**src/rtl/uart_event_reporter.sv**
```systemverilog
// Game event reporter: queues {code, score} events in a small FIFO and streams
// each one as the 7-byte ASCII line "C:HHHH\n" through the uart core handshake.
module uart_event_reporter #(
  parameter int DEPTH  = 8,
  parameter int DROP_W = 8
) (
  input  logic              clk,
  input  logic              reset_n,
  input  logic              event_valid,
  output logic              event_ready,
  input  logic [3:0]        event_code,
  input  logic [15:0]       event_score,
  output logic              transmit,
  output logic [7:0]        tx_byte,
  input  logic              is_transmitting,
  output logic              busy,
  output logic [DROP_W-1:0] drop_cnt
);

  localparam int AW = (DEPTH > 1) ? $clog2(DEPTH) : 1;
  localparam int CW = AW + 1;
  localparam logic [CW-1:0]     FULL_COUNT = CW'(DEPTH);
  localparam logic [CW-1:0]     ZERO_COUNT = {CW{1'b0}};
  localparam logic [2:0]        LAST_INDEX = 3'd6;
  localparam logic [DROP_W-1:0] DROP_MAX   = {DROP_W{1'b1}};

  typedef enum logic [2:0] {
    ST_IDLE       = 3'd0,
    ST_LOAD       = 3'd1,
    ST_SEND       = 3'd2,
    ST_WAIT_START = 3'd3,
    ST_WAIT_DONE  = 3'd4
  } state_t;

  function automatic logic [7:0] code_char(input logic [3:0] code);
    logic [7:0] c;
    case (code)
      4'd0:    c = 8'h4E;
      4'd1:    c = 8'h41;
      4'd2:    c = 8'h44;
      4'd3:    c = 8'h53;
      4'd4:    c = 8'h57;
      4'd5:    c = 8'h43;
      4'd6:    c = 8'h58;
      4'd7:    c = 8'h5A;
      4'd8:    c = 8'h42;
      default: c = 8'h3F;
    endcase
    return c;
  endfunction

  function automatic logic [7:0] hex_char(input logic [3:0] nib);
    logic [7:0] c;
    if (nib < 4'd10) begin
      c = 8'h30 + {4'h0, nib};
    end else begin
      c = 8'h37 + {4'h0, nib};
    end
    return c;
  endfunction

  function automatic logic [7:0] msg_byte(input logic [3:0]  code,
                                          input logic [15:0] score,
                                          input logic [2:0]  idx);
    logic [7:0] b;
    case (idx)
      3'd0:    b = code_char(code);
      3'd1:    b = 8'h3A;
      3'd2:    b = hex_char(score[15:12]);
      3'd3:    b = hex_char(score[11:8]);
      3'd4:    b = hex_char(score[7:4]);
      3'd5:    b = hex_char(score[3:0]);
      default: b = 8'h0A;
    endcase
    return b;
  endfunction

  state_t            state_r, state_s;
  logic [19:0]       mem_r [DEPTH];
  logic [AW-1:0]     wr_ptr_r, rd_ptr_r;
  logic [CW-1:0]     count_r, count_s;
  logic [3:0]        msg_code_r;
  logic [15:0]       msg_score_r;
  logic [2:0]        index_r, index_s;
  logic              transmit_r, strobe_s;
  logic [7:0]        tx_byte_r;
  logic              busy_r, ready_r;
  logic [DROP_W-1:0] drop_r;
  logic              push_s, pop_s, drop_s;

  // A full FIFO refuses even during LOAD: acceptance depends on the registered count only.
  assign push_s = event_valid & ready_r;
  assign drop_s = event_valid & ~ready_r;
  assign pop_s  = (state_r == ST_LOAD);

  assign event_ready = ready_r;
  assign transmit    = transmit_r;
  assign tx_byte     = tx_byte_r;
  assign busy        = busy_r;
  assign drop_cnt    = drop_r;

  // Next FIFO occupancy from simultaneous push/pop.
  always_comb begin
    count_s = count_r;
    case ({push_s, pop_s})
      2'b10:   count_s = count_r + CW'(1);
      2'b01:   count_s = count_r - CW'(1);
      default: count_s = count_r;
    endcase
  end

  // Message FSM next-state, byte index and strobe decision.
  always_comb begin
    state_s  = state_r;
    index_s  = index_r;
    strobe_s = 1'b0;
    case (state_r)
      ST_IDLE: begin
        if (count_r != ZERO_COUNT) begin
          state_s = ST_LOAD;
        end else begin
          state_s = ST_IDLE;
        end
      end
      ST_LOAD: begin
        index_s = 3'd0;
        state_s = ST_SEND;
      end
      ST_SEND: begin
        if (!is_transmitting) begin
          strobe_s = 1'b1;
          state_s  = ST_WAIT_START;
        end else begin
          state_s  = ST_SEND;
        end
      end
      ST_WAIT_START: begin
        if (is_transmitting) begin
          state_s = ST_WAIT_DONE;
        end else begin
          state_s = ST_WAIT_START;
        end
      end
      ST_WAIT_DONE: begin
        if (is_transmitting) begin
          state_s = ST_WAIT_DONE;
        end else if (index_r != LAST_INDEX) begin
          index_s = index_r + 3'd1;
          state_s = ST_SEND;
        end else if (count_r != ZERO_COUNT) begin
          state_s = ST_LOAD;
        end else begin
          state_s = ST_IDLE;
        end
      end
      default: begin
        state_s = ST_IDLE;
      end
    endcase
  end

  // FIFO storage.
  always_ff @(posedge clk or negedge reset_n) begin
    if (!reset_n) begin
      for (int i = 0; i < DEPTH; i++) begin
        mem_r[i] <= 20'h00000;
      end
    end else if (push_s) begin
      mem_r[wr_ptr_r] <= {event_code, event_score};
    end
  end

  // FIFO pointers, occupancy and the saturating drop counter.
  always_ff @(posedge clk or negedge reset_n) begin
    if (!reset_n) begin
      wr_ptr_r <= {AW{1'b0}};
      rd_ptr_r <= {AW{1'b0}};
      count_r  <= ZERO_COUNT;
      drop_r   <= {DROP_W{1'b0}};
    end else begin
      count_r <= count_s;
      if (push_s) begin
        wr_ptr_r <= wr_ptr_r + AW'(1);
      end
      if (pop_s) begin
        rd_ptr_r <= rd_ptr_r + AW'(1);
      end
      if (drop_s && (drop_r != DROP_MAX)) begin
        drop_r <= drop_r + DROP_W'(1);
      end
    end
  end

  // FSM state, message latch and registered handshake outputs.
  always_ff @(posedge clk or negedge reset_n) begin
    if (!reset_n) begin
      state_r     <= ST_IDLE;
      index_r     <= 3'd0;
      msg_code_r  <= 4'h0;
      msg_score_r <= 16'h0000;
      transmit_r  <= 1'b0;
      tx_byte_r   <= 8'h00;
      busy_r      <= 1'b0;
      ready_r     <= 1'b1;
    end else begin
      state_r    <= state_s;
      index_r    <= index_s;
      transmit_r <= strobe_s;
      busy_r     <= (state_s != ST_IDLE) || (count_s != ZERO_COUNT);
      ready_r    <= (count_s != FULL_COUNT);
      if (pop_s) begin
        {msg_code_r, msg_score_r} <= mem_r[rd_ptr_r];
      end
      if (strobe_s) begin
        tx_byte_r <= msg_byte(msg_code_r, msg_score_r, index_r);
      end
    end
  end

endmodule

```
**config.mk**
```make
export PLATFORM = sky130hd
export DESIGN_NAME = uart_event_reporter
export DESIGN_NICKNAME = d
export VERILOG_FILES = /design/src/rtl/uart_event_reporter.sv
export SDC_FILE = /design/constraint.sdc
export NUM_CORES = 1
export LEC_CHECK = 0
export CAP_MARGIN = 20
export CORE_ASPECT_RATIO = 1.1
export CORE_MARGIN = 2
export CORE_UTILIZATION = 50
export CTS_CLUSTER_DIAMETER = 60
export DETAILED_ROUTE_END_ITERATION = 12
export DONT_BUFFER_PORTS = 1
export GPL_ROUTABILITY_DRIVEN = 0
export HOLD_SLACK_MARGIN = 0.08
export PLACE_DENSITY_LB_ADDON = 0.08
export SKIP_CTS_REPAIR_TIMING = 1
export SLEW_MARGIN = 20
export SYNTH_ARGS = -nofsm -noshare
export SYNTH_HDL_FRONTEND = slang
export SYNTH_SLANG_ARGS = --single-unit
export TNS_END_PERCENT = 1
```
**constraint.sdc**
```tcl
create_clock -name clk -period 3.6 [get_ports clk]
set_clock_uncertainty 0.2 [all_clocks]
set_input_delay 0.72 -clock clk [delete_from_list [all_inputs] [get_ports clk]]
set_output_delay 0.72 -clock clk [all_outputs]
set_load 0.03 [all_outputs]
```
==> results of run 1 <==
[cell type report]
class,instances,area [µm²],area share (%)
clock buffers,32,639,5.79
clock inverters,4,22.5,0.204
inverters,19,71.3,0.646
multi-input cells,465,4510,40.8
flip-flops and latches,214,5360,48.5
well taps,252,315,2.85
repair buffers,11,133,1.20
[worst paths after layout]
path | startpoint | to | slack (ps) | cells past startpoint
min reg2reg | msg_score_r[0] | msg_score_r[0] | 290 | 2
max in group asynchronous | reset_n | mem_r[47] | 3260 | 0
max reg2reg | state_r[1] | busy | 880 | 10
max | state_r[1] | busy | 880 | 10
min | reset_n | count_r[3] | -300 | 0
min in group clk | event_score[2] | mem_r[62] | 150 | 1
[power groups by stage]
stage	clock network (W)	registers (W)	logic (W)
floorplan	0	0.00415	0.00319
global placement	0	0.00439	0.00373
detailed placement	0	0.00451	0.00383
CTS	0.00218	0.00447	0.00385
global route	0.00227	0.00463	0.00417
finish	0.00212	0.00446	0.00379
[cell usage after synthesis (3+ instances only)]
cell type                    n
sky130_fd_sc_hd__xor2_1      7
sky130_fd_sc_hd__a32o_1      3
sky130_fd_sc_hd__inv_1      19
sky130_fd_sc_hd__nand3b_1    3
sky130_fd_sc_hd__nor2b_1     6
sky130_fd_sc_hd__buf_6       4
sky130_fd_sc_hd__nand3_1    12
sky130_fd_sc_hd__nand2b_1    4
sky130_fd_sc_hd__a21oi_1    11
sky130_fd_sc_hd__o21ai_0    39
sky130_fd_sc_hd__a211o_1     3
sky130_fd_sc_hd__o211ai_1    3
sky130_fd_sc_hd__a31oi_1     4
sky130_fd_sc_hd__ha_1       17
sky130_fd_sc_hd__nor2_1     20
sky130_fd_sc_hd__and4b_1     3
sky130_fd_sc_hd__xnor2_1    14
sky130_fd_sc_hd__mux4_2     40
sky130_fd_sc_hd__clkbuf_1   14
sky130_fd_sc_hd__buf_1       5
sky130_fd_sc_hd__nor3_1      5
sky130_fd_sc_hd__a211oi_1    5
sky130_fd_sc_hd__mux2i_1    21
sky130_fd_sc_hd__dfrtp_1   213
sky130_fd_sc_hd__buf_2      19
sky130_fd_sc_hd__mux2_2    162
sky130_fd_sc_hd__nand2_1    46
[cell families after synthesis]
group	share of synthesized area, %
buf+inv	2.98
xor+xnor	1.81
mux	29.0
other cells	0.0370
compound gates	5.40
fa+ha+maj	2.10
flops	52.8
simple gates	5.83
[per-stage QoR]
| stage | util [%] | instances |
|---|---|---|
| after floorplan | - | 743 |
| after global placement | 52.3 | 961 |
| after detailed placement | 52.3 | 961 |
| after CTS | 55.6 | 997 |
| after global routing | 55.6 | 997 |
| final | 55.6 | 997 |
[state kept, by name (all words and copies together), names as in the netlist]
register / count
busy: 1
rd_ptr_r: 3
state_r: 3
mem_r: 160
index_r: 3
msg_score_r: 16
event_ready: 1
transmit: 1
count_r: 4
tx_byte: 7
msg_code_r: 4
drop_cnt: 8
wr_ptr_r: 3
[per-layer routing]
layer  global-route usage [%]  routed length, µm  vias up
li1                         -                  -     2690
met4                     5.38                444        0
met2                     33.1              10100       97
met5                        0                  0        -
met3                     3.88                962       36
met1                     27.8               9420     3094
[worst max-delay path, stage by stage, from the launching register on]
cell and delay [ps]:
sky130_fd_sc_hd__dfrtp_1 450, sky130_fd_sc_hd__or3b_2 500, sky130_fd_sc_hd__inv_1 130, sky130_fd_sc_hd__ha_1 260, sky130_fd_sc_hd__xor2_1 100, sky130_fd_sc_hd__ha_1 190, sky130_fd_sc_hd__a21oi_1 150, sky130_fd_sc_hd__xor2_1 150
sky130_fd_sc_hd__nor2_1 70, sky130_fd_sc_hd__xnor2_1 240, sky130_fd_sc_hd__nand4b_1 140
==> impl_metrics.yaml, run 1 <==
run_status:
  status: "finished with violations"
  failed_checks: "negative hold slack"
synth:
  post_synth_instance_area_mm2: 0.0101
  synth-main-ff-cell: "sky130_fd_sc_hd__dfrtp_1"
  netlist.top_cell.by_area: "sky130_fd_sc_hd__dfrtp_1"
  postSynthCellCount: 743
  post_synth_main_area_contributors: "sky130_fd_sc_hd__dfrtp_1 (53%), sky130_fd_sc_hd__mux2_2 (18%), sky130_fd_sc_hd__mux4_2 (8.9%)"
  synth-async-reset-ratio_pct: 100
  yosysWarningCount: 0
  yosysSeqAreaShare_pct: 52.8
  synth-edff-count: 0
  synth.net_count: 784
  postSynthAreaPerCell_um2: 13.7
  ys_types: 60
  yosys.area.top_type_share_pct: 52.5
  synth.ff_latch_count: 214
final_layout:
  design_area_mm2: 0.0110
  antenna_cells: 0
  mostFrequentLayoutCell: "sky130_fd_sc_hd__dfrtp_1"
  fillerInstances: 1655
  final_nets: 775
  syn2layout_area_growth_pct: 8.89
  drive_above_1_share_pct: 35.0
  most-common-layout-cells: "sky130_fd_sc_hd__dfrtp_1 (212), sky130_fd_sc_hd__mux2_2 (162), sky130_fd_sc_hd__nand2_1 (46), sky130_fd_sc_hd__mux4_2 (40), sky130_fd_sc_hd__o21ai_0 (39)"
floorplanning:
  row_count: 54
  top_level_ports: 43
  floorplan.core_area_mm2: 0.0199
  dieWidth_um: 140
  design.die.area_mm2: 0.0214
  die_boundary_height_um: 153
  start_util_pct: 51.1
power:
  clock_power_share_pct: 20.5
  worst_ir_drop_vdd_mv: 0.584
  intPower_w: 0.00696
  power.density_cell_area_mw_per_mm2: 938
  pnr_total_power_w: 0.0104
  power_frac_comb_pct: 36.5
  power.sequential.fraction_pct: 43.0
  leakage_nw: 4.63
  power.switching_w: 0.00341
  power_switching_share_pct: 32.9
routing:
  drcViolationCount: 0
  dr.first_iter.drc_count: 387
  routed_wire_length_per_instance_um: 21.0
  detail_route.first_pass.iterations: 4
  vias: 5917
  antenna_violation_net_count_after_detailed_routing: 0
  routed_wirelength_um: 20900
  routed_via_density: 5.93
clock_tree:
  cts_root_buf: "sky130_fd_sc_hd__clkbuf_16"
  clock_path_buffers: 3
  cts_max_level: 1
  clock_insertion_delay_worst_skew_ps: 510
  tritoncts: "done"
  cts.reportedPaths.clkPinSlew_ps: 60
  numCtsBuffers: 23
  clock_sinks: 214
worst_setup_path:
  worst_ep_arrival_time_ps: 2900
  start_kind: "register"
  worst_ep_required_time_ps: 3780
  timing.critical_path.to_type: "register"
  path_max_fanout: 8
  timing_worst_setup_path_type: "register to register"
sta:
  part_of_the_cycle_the_worst_path_needs_pct: 75.5
  holdWs_ps: -298
  timing_worst_slew_pin_value_ps: 693
  final-max-slew-violation-count: 0
  final_period_minus_worst_setup_slack_ps: 2720
  finalHoldViolations: 214
  fin_setup_tns_ps: 0
  final_critical_path_setup_slack_ps: 884
  finalSetupViolCount: 0
  clock.fmax_ghz: 0.368
  max_slew_margin_vs_limit_pct: 53.8
  rsz_0062_raised_after_global_routing: "false"
global_routing:
  track_usage_pct: 20.2
  antenna_found_initial: 0
  globalRoute.totalOverflow: 0
  grt_start_max_net_pins: 215
  grt_pass1_wl_um: 34400
  vias_in_the_first_global_route: 6304
placed_design:
  place_ws_ps: 911
  hpwlAfterDp_um: 13400
  io_buffer_count: 0
  place_area_mm2: 0.0104
min_path:
  holdCritPathClass: "primary input to async pin"
flow_run:
  cap_viol_max_count: 0
Note: power is estimated with default switching activity, not from simulation.
==> run 2: changes to the inputs <==
--- a/config.mk
+++ b/config.mk
@@ -5,6 +5,7 @@
 export SDC_FILE = /design/constraint.sdc
 export NUM_CORES = 1
 export LEC_CHECK = 0
+export ABC_AREA = 1
 export CAP_MARGIN = 20
 export CORE_ASPECT_RATIO = 1.1
 export CORE_MARGIN = 2
==> constraint.sdc (replaced) <==
create_clock -name clk -period 2.2 [get_ports clk]
set_clock_uncertainty 0.2 [all_clocks]
set_input_delay 0.44 -clock clk [delete_from_list [all_inputs] [get_ports clk]]
set_output_delay 0.44 -clock clk [all_outputs]
set_load 0.03 [all_outputs]
==> run 2 against run 1 <==
  * The flow finishes with violations (design-rule violations, negative hold slack)
  * Synthesized cell count up 70%
  * First-iteration DRC count grew 31%
  * Worst setup slack lost 740 ps
  * Count of clock-buffer cells in the layout is 1 higher
  * Sequential share of layout area down 2.2 points
  * Final cell count rose by 54%
  * Register-to-register slack got worse by 740 ps
==> impl_metrics.yaml, run 2 <==
sta:
  clock.fmax_ghz: 0.486
  finalHoldViolations: 214
  fin_setup_tns_ps: 0
  final_period_minus_worst_setup_slack_ps: 2060
  finalSetupViolCount: 0
  final-max-slew-violation-count: 0
  max_slew_margin_vs_limit_pct: 64.4
  holdWs_ps: -560
  rsz_0062_raised_after_global_routing: "false"
  timing_worst_slew_pin_value_ps: 534
  part_of_the_cycle_the_worst_path_needs_pct: 93.6
routing:
  dr.first_iter.drc_count: 507
  antenna_violation_net_count_after_detailed_routing: 0
  drcViolationCount: 1
  detail_route.first_pass.iterations: 9
  vias: 8299
  routed_via_density: 5.40
  routed_wirelength_um: 24200
  routed_wire_length_per_instance_um: 15.8
final_layout:
  mostFrequentLayoutCell: "sky130_fd_sc_hd__nand2_1"
  largest_reg_by_ff_count: "mem_r"
  largest_reg_flops: 160
  syn2layout_area_growth_pct: 13.6
  most-common-layout-cells: "sky130_fd_sc_hd__nand2_1 (303), sky130_fd_sc_hd__o21ai_0 (257), sky130_fd_sc_hd__dfrtp_1 (211), sky130_fd_sc_hd__nor2_1 (176), sky130_fd_sc_hd__inv_1 (79)"
  final_nets: 1314
  antenna_cells: 0
  drive_above_1_share_pct: 7.31
clock_tree:
  tritoncts: "done"
  cts_root_buf: "sky130_fd_sc_hd__clkbuf_16"
  clock_path_buffers: 3
  cts.reportedPaths.clkPinSlew_ps: 60
  numCtsBuffers: 24
  cts_max_level: 1
  clock_insertion_delay_worst_skew_ps: 510
  clock_sinks: 214
min_path:
  holdCritPathClass: "primary input to async pin"
floorplanning:
  top_level_ports: 43
  die_boundary_height_um: 154
  row_count: 54
  dieWidth_um: 140
  floorplan.core_area_mm2: 0.0199
  design.die.area_mm2: 0.0215
  start_util_pct: 51.1
power:
  power.density_cell_area_mw_per_mm2: 1530
  power_switching_share_pct: 39.3
  clock_power_share_pct: 22.8
  leakage_nw: 5.48
  power.switching_w: 0.00694
  power_frac_comb_pct: 38.4
  intPower_w: 0.0107
  power.sequential.fraction_pct: 38.8
  worst_ir_drop_vdd_mv: 0.637
synth:
  synth-async-reset-ratio_pct: 100
  synth-edff-count: 0
  netlist.top_cell.by_area: "sky130_fd_sc_hd__dfrtp_1"
  yosys.area.top_type_share_pct: 52.3
  post_synth_instance_area_mm2: 0.0102
  yosysSeqAreaShare_pct: 52.6
  synth.ff_latch_count: 214
  synth.net_count: 1304
  postSynthAreaPerCell_um2: 8.07
  post_synth_main_area_contributors: "sky130_fd_sc_hd__dfrtp_1 (52%), sky130_fd_sc_hd__o21ai_0 (13%), sky130_fd_sc_hd__nand2_1 (11%)"
  synth-main-ff-cell: "sky130_fd_sc_hd__dfrtp_1"
  yosysWarningCount: 0
  synth.most_common_cell: "sky130_fd_sc_hd__nand2_1"
  synthTopCellsByCount: "sky130_fd_sc_hd__nand2_1 (303), sky130_fd_sc_hd__o21ai_0 (257), sky130_fd_sc_hd__dfrtp_1 (213)"
  postSynthCellCount: 1263
  ys_types: 35
global_routing:
  antenna_found_initial: 0
  vias_in_the_first_global_route: 7799
  globalRoute.totalOverflow: 0
  grt_start_max_net_pins: 215
  grt_pass1_wl_um: 40800
  track_usage_pct: 23.2
worst_setup_path:
  timing.critical_path.to_type: "register"
  path_cells: "inv_2 -> nand3_2 -> inv_2 -> ha_4 -> xor2_4 -> ha_4 -> nand2_1 -> nand2_1 -> nor2_1 -> nand3_1 -> nor2_1 -> nand3_1"
  worst_ep_required_time_ps: 2380
  timing_worst_setup_path_type: "register to register"
  start_kind: "register"
  worst_path_largest_cell_delay_ps: 400
  rr_worst_depth: 12
  cp_slowest_cell: "sky130_fd_sc_hd__dfrtp_1"
  path_max_fanout: 4
  ff2ff_setup_slack_ps: 140
  worst_ep_arrival_time_ps: 2240
placed_design:
  hpwlAfterDp_um: 14400
  io_buffer_count: 0
run_status:
  status: "finished with violations"
  failed_checks: "design-rule violations, negative hold slack"
flow_run:
  cap_viol_max_count: 0
-- run 2: power groups by stage --
| stage | sequential, W | combinational, W | clock, W |
|---|---|---|---|
| 6_report | 0.00685 | 0.00679 | 0.00403 |
| 5_1_grt | 0.00708 | 0.00788 | 0.00430 |
| 4_1_cts | 0.00684 | 0.00677 | 0.00413 |
| 3_5_place_dp | 0.00689 | 0.00673 | 0 |
| 3_3_place_gp | 0.00685 | 0.00664 | 0 |
| 2_1_floorplan | 0.00666 | 0.00507 | 0 |
-- run 2: worst max-delay path, delay by kind of cell, from the launching register on --
family | cells | cell delay [ps]
DFF | 1 | 400
xor gates and xnor gates | 1 | 190
adders and majority gates | 2 | 400
and+or+nand+nor | 7 | 570
buffers and inverters | 2 | 180
-- run 2: worst paths after layout --
kind / from / end
max in group asynchronous: reset_n / mem_r[123]
setup reg to reg: state_r[2] / busy
min in group clk: is_transmitting / state_r[1]
hold / removal: reset_n / wr_ptr_r[1]
setup / recovery: state_r[2] / busy
hold reg to reg: mem_r[110] / mem_r[110]
-- run 2: layout make-up --
cell class	count	area, µm²
timing repair buffer	51	538
multi-input combinational	897	4240
inverter	85	322
clock buffer	33	716
sequential	214	5360
fill	1818	8360
clock inverter	6	85.1
tap	252	315
-- run 2: through the flow --
stage / instances / total power, W / setup WS (ps) / util, % / area [µm²]
after floorplan: 1263 / 0.0117 / 40.3 / - / 10200
after global placement: 1475 / 0.0135 / 144 / 52.7 / 10500
after detailed placement: 1475 / 0.0136 / 112 / 52.7 / 10500
after CTS: 1514 / 0.0177 / 81.2 / 56.8 / 11300
after global routing: 1538 / 0.0193 / 0.0957 / 58.1 / 11600
final: 1538 / 0.0177 / 141 / 58.1 / 11600
-- run 2: logic make-up after synthesis --
family                   count (synthesis)  synth area share, %
adder cells (fa/ha/maj)                 17                 2.09
buffers and inverters                  152                 6.21
AO/OA/AOI/OAI                          330                 17.0
flip-flops                             214                 52.6
AND/OR/NAND/NOR                        539                 21.1
other                                    1               0.0368
XOR/XNOR                                10                0.934
-- run 2: layer usage --
| metal | GRT usage (%) | vias to the layer above | wire length, µm |
|---|---|---|---|
| met2 | 37.5 | 145 | 11200 |
| met5 | 0 | - | 0 |
| met3 | 3.24 | 28 | 972 |
| met4 | 4.52 | 0 | 312 |
| met1 | 33.9 | 3984 | 11800 |
| li1 | - | 4142 | - |
